`src/rtl/instr_fetch_unit.sv`:
```
// Fetch stage: owns the PC, reads instruction memory combinationally and buffers
// {pc, inst} pairs in a 2-entry FIFO drained by decode through a valid/ready handshake.
module instr_fetch_unit #(
   parameter int          ADDR_W   = 6,
   parameter logic [31:0] RESET_PC = 32'h0000_0000,
   parameter logic [31:0] NOP_INST = 32'h0000_0013
) (
   input  logic              clk,
   input  logic              rst_n,
   output logic [ADDR_W-1:0] imem_addr,
   input  logic [31:0]       imem_data,
   input  logic              redirect_valid,
   input  logic [31:0]       redirect_pc,
   output logic              out_valid,
   input  logic              out_ready,
   output logic [31:0]       out_inst,
   output logic [31:0]       out_pc,
   output logic              fetch_err
);

   localparam logic [0:0] STATE_RUN  = 1'b0;
   localparam logic [0:0] STATE_HALT = 1'b1;

   logic [31:0] pc;
   logic [0:0]  state;
   logic [1:0]  count;
   logic [31:0] q_pc   [2];
   logic [31:0] q_inst [2];

   logic pop;
   logic push;
   logic redirect_taken;
   logic tail_idx;

   assign imem_addr      = pc[ADDR_W+1:2];
   assign out_valid      = (count != 2'd0);
   assign out_inst       = out_valid ? q_inst[0] : NOP_INST;
   assign out_pc         = q_pc[0];
   assign pop            = out_valid && out_ready;
   assign redirect_taken = (state == STATE_RUN) && redirect_valid;
   assign push           = (state == STATE_RUN) && !redirect_valid && ((count != 2'd2) || pop);

   // Entry 0 is always the head; a pop shifts entry 1 down, so the write slot
   // is the occupancy left after this cycle's pop.
   assign tail_idx = pop ? (count == 2'd2) : (count == 2'd1);

   always_ff @(posedge clk or negedge rst_n) begin
      if (!rst_n) begin
         pc        <= RESET_PC;
         state     <= STATE_RUN;
         count     <= 2'd0;
         fetch_err <= 1'b0;
         q_pc[0]   <= 32'd0;
         q_pc[1]   <= 32'd0;
         q_inst[0] <= NOP_INST;
         q_inst[1] <= NOP_INST;
      end else if (redirect_taken) begin
         count <= 2'd0;
         if (redirect_pc[1:0] == 2'b00) begin
            pc <= redirect_pc;
         end else begin
            state     <= STATE_HALT;
            fetch_err <= 1'b1;
         end
      end else begin
         if (pop) begin
            q_pc[0]   <= q_pc[1];
            q_inst[0] <= q_inst[1];
         end
         // Placed after the shift so a push into slot 0 wins over the shifted value.
         if (push) begin
            q_pc[tail_idx]   <= pc;
            q_inst[tail_idx] <= imem_data;
            pc               <= pc + 32'd4;
         end
         count <= count + {1'b0, push} - {1'b0, pop};
      end
   end

endmodule

```
`config.mk`:
```
export PLATFORM = sky130hd
export DESIGN_NAME = instr_fetch_unit
export DESIGN_NICKNAME = d
export VERILOG_FILES = /design/src/rtl/instr_fetch_unit.sv
export SDC_FILE = /design/constraint.sdc
export NUM_CORES = 1
export LEC_CHECK = 0
export ABC_AREA = 0
export CAP_MARGIN = 0
export CORE_ASPECT_RATIO = 0.9
export CORE_MARGIN = 2
export CORE_UTILIZATION = 57
export DETAILED_ROUTE_END_ITERATION = 10
export MAX_ROUTING_LAYER = met4
export PLACE_DENSITY = 0.95
export SETUP_SLACK_MARGIN = 0.4
export SYNTH_ARGS = -nofsm -noshare
export SYNTH_HDL_FRONTEND = slang
export SYNTH_SLANG_ARGS = --single-unit
```
`constraint.sdc`:
```
create_clock -name clk -period 6.12 [get_ports clk]
set_clock_uncertainty 0.2 [all_clocks]
set_input_delay 1.836 -clock clk [delete_from_list [all_inputs] [get_ports clk]]
set_output_delay 1.836 -clock clk [all_outputs]
set_load 0.02 [all_outputs]
```
==> flow_summary.toml <==
[outcome]
status = "completed"

[logic_synthesis]
postSynthAreaPerCell_um2 = 10.6
synthTopCellsByCount = "dfrtp_1 (157), inv_1 (71), mux2_2 (55)"
netlist_area_mm2 = 0.00783
yosysSeqAreaShare_pct = 52.2
async_flop_share_pct = 100
yosysUniqueCellTypes = 64
post-synth-top-count-cell = "dfrtp_1"
synth.largest_area_cell = "dfrtp_1"
synth_area_leaders = "dfrtp_1 (50%), mux2_2 (7.9%), a222oi_1 (4.2%)"
syn_inst = 736
synth-main-ff-cell = "dfrtp_1"
netlist.area_leader.share_pct = 50.2
ys_warn_count = 0
synth_edf_count = 0
syn_nets = 807
ys_seq_elements = 163

[sta]
tns_ns = 0
rsz0062_at_grt = "false"
setup_viol = 0
fin_crit_sh_pct = 75.8
relSlewSlack_pct = 23.3
slew_viol_final = 0
layout_setup_ws_ns = 1.48
tightest_slew_ns = 1.15
fin_crit_ns = 4.64
clock.fmax_ghz = 0.215
final-hold-violation-count = 0

[clock_network]
insertion_delay_ns = 0.42
numCtsBuffers = 17
post_cts_resized = 0
holdBufCountCts = 0
htreeDepth = 4
clk_pin_slew_ns = 0.06
cts_tree = "yes"
cts_setup_buffers = 0
clock_path_buffers = 2
cts_root_buf = "clkbuf_16"
cts_sinks = 163

[power_and_ir_drop]
vdd_drop_max_mv = 0.207
p_leak_nw = 4.57
cellPowerDensity_mw_per_mm2 = 332

[finish]
diodes = 0
stdcell_count = 1000
final_core_util_pct = 71.8
final_area_mm2 = 0.00960
nets = 890
drive_gt1_share_pct = 14.3
syn_to_final_growth_pct = 22.7
fillerInstances = 922

[floorplan]
die-area_mm2 = 0.0147
die_w_um = 128
floorplan.initialDensity_pct = 58.6
die_height_um = 115
ios = 140
core.rowCount = 40
coreArea_mm2 = 0.0134

[place]
place_area_mm2 = 0.00900
dp_slack_ns = 1.64
dpl.cell_count = 968
hpwl_um = 12300
gp_congestion = 0.899
io_buffers = 139

[drt]
vias = 6074
first_pass_iters = 8
drc = 0
drt-total-wl_um = 18700
detail_route.vias_per_cell = 6.07
ant_nets = 0
wl_per_cell_um = 18.7
drt_iter0_markers = 917

[global_route]
grt_max_degree = 77
grt_pass1_vias = 6061
track_usage_pct = 27.3
grt_pass1_wl_um = 30500
overflow = 0
antenna_found_initial = 0

[critical_path]
critical_path.max_fanout = 34
criticalPathCategory = "register to output pin"
worst_ep_arrival_time_ns = 2.60
cp-end-kind = "output pin"
cp.required_ns = 4.08
worstSetupStartpointType = "register"

[job]
maxCapViolCount = 0

[min_path]
hp-class = "register to register"
[layout make-up]
class                   count  area [um2]  area share [%]
clock buffers              23         468            4.87
flip-flops and latches    163        4090            42.6
inverters                  72         270            2.82
clock inverters             9         129            1.34
well taps                 168         210            2.19
repair buffers            148        1460            15.2
multi-input cells         417        2980            31.0
[critical path, stage by stage (launching register included)]
cell and delay [ns]:
dfrtp_1 0.45, or2_1 0.83, and2_1 0.28, clkdlybuf4s50_1 0.62
[report_power, final]
part | internal, mW | switching (mW) | total, mW
Sequential | 1.20 | 0.0893 | 1.29
Clock | 0.662 | 0.410 | 1.07
Combinational | 0.357 | 0.468 | 0.825
[cells in the final DEF, fill, tap and decap left out, drive strengths merged, types with 7 or more instances in the layout]
cell / synthesis / final
nand2: 29 / 29
nor2: 35 / 35
nor3: 14 / 14
nand3: 17 / 17
buf: 54 / 10
clkbuf: 30 / 23
nand2b: 8 / 8
inv: 72 / 72
o22ai: 38 / 38
nand4: 7 / 7
a21oi: 54 / 54
clkdlybuf4s50: 0 / 138
o21ai: 19 / 19
and2: 35 / 35
a222oi: 33 / 33
mux2: 64 / 64
dfrtp: 157 / 157
and3: 7 / 7
[layer usage]
layer  part of all wire (%)  wire (um)  track usage (%)  vias up
met5                      0          0                -        -
met4                    2.8        531             11.1        0
met3                    5.7       1060             5.21       39
met2                     48       8990             42.0      268
met1                     43       8090             36.0     3006
li1                       -          -                -     2761
[through the flow]
| stage | power [mW] | hold WS [ns] |
|---|---|---|
| floorplan | 1.87 | 0.254 |
| global placement | 2.11 | 0.256 |
| detailed placement | 2.13 | 0.271 |
| CTS | 3.21 | 0.280 |
| global route | 3.33 | 0.293 |
| finish | 3.19 | 0.285 |
[final timing paths]
| kind | start | end | slack (ns) | cells after the start |
|---|---|---|---|---|
| max | count[0] | out_inst[15] | 1.48 | 3 |
| min in group asynchronous | rst_n | out_pc[12] | 1.24 | 1 |
| max reg2reg | count[0] | count[1] | 3.39 | 8 |
| max in group asynchronous | rst_n | async pin | 3.34 | 2 |
| min | register | q_inst[50] | 0.29 | 2 |
| min reg2reg | register | q_inst[50] | 0.29 | 2 |
[cells by family after synthesis]
logic type               share of synthesized area, %
XOR/XNOR                                        0.224
multiplexers                                     9.46
AND/OR/NAND/NOR                                  12.0
flip-flops                                       52.2
adder cells (fa/ha/maj)                         0.480
buffers and inverters                            9.96
AO/OA/AOI/OAI                                    15.6
Note: power is estimated with default switching activity, not from simulation.
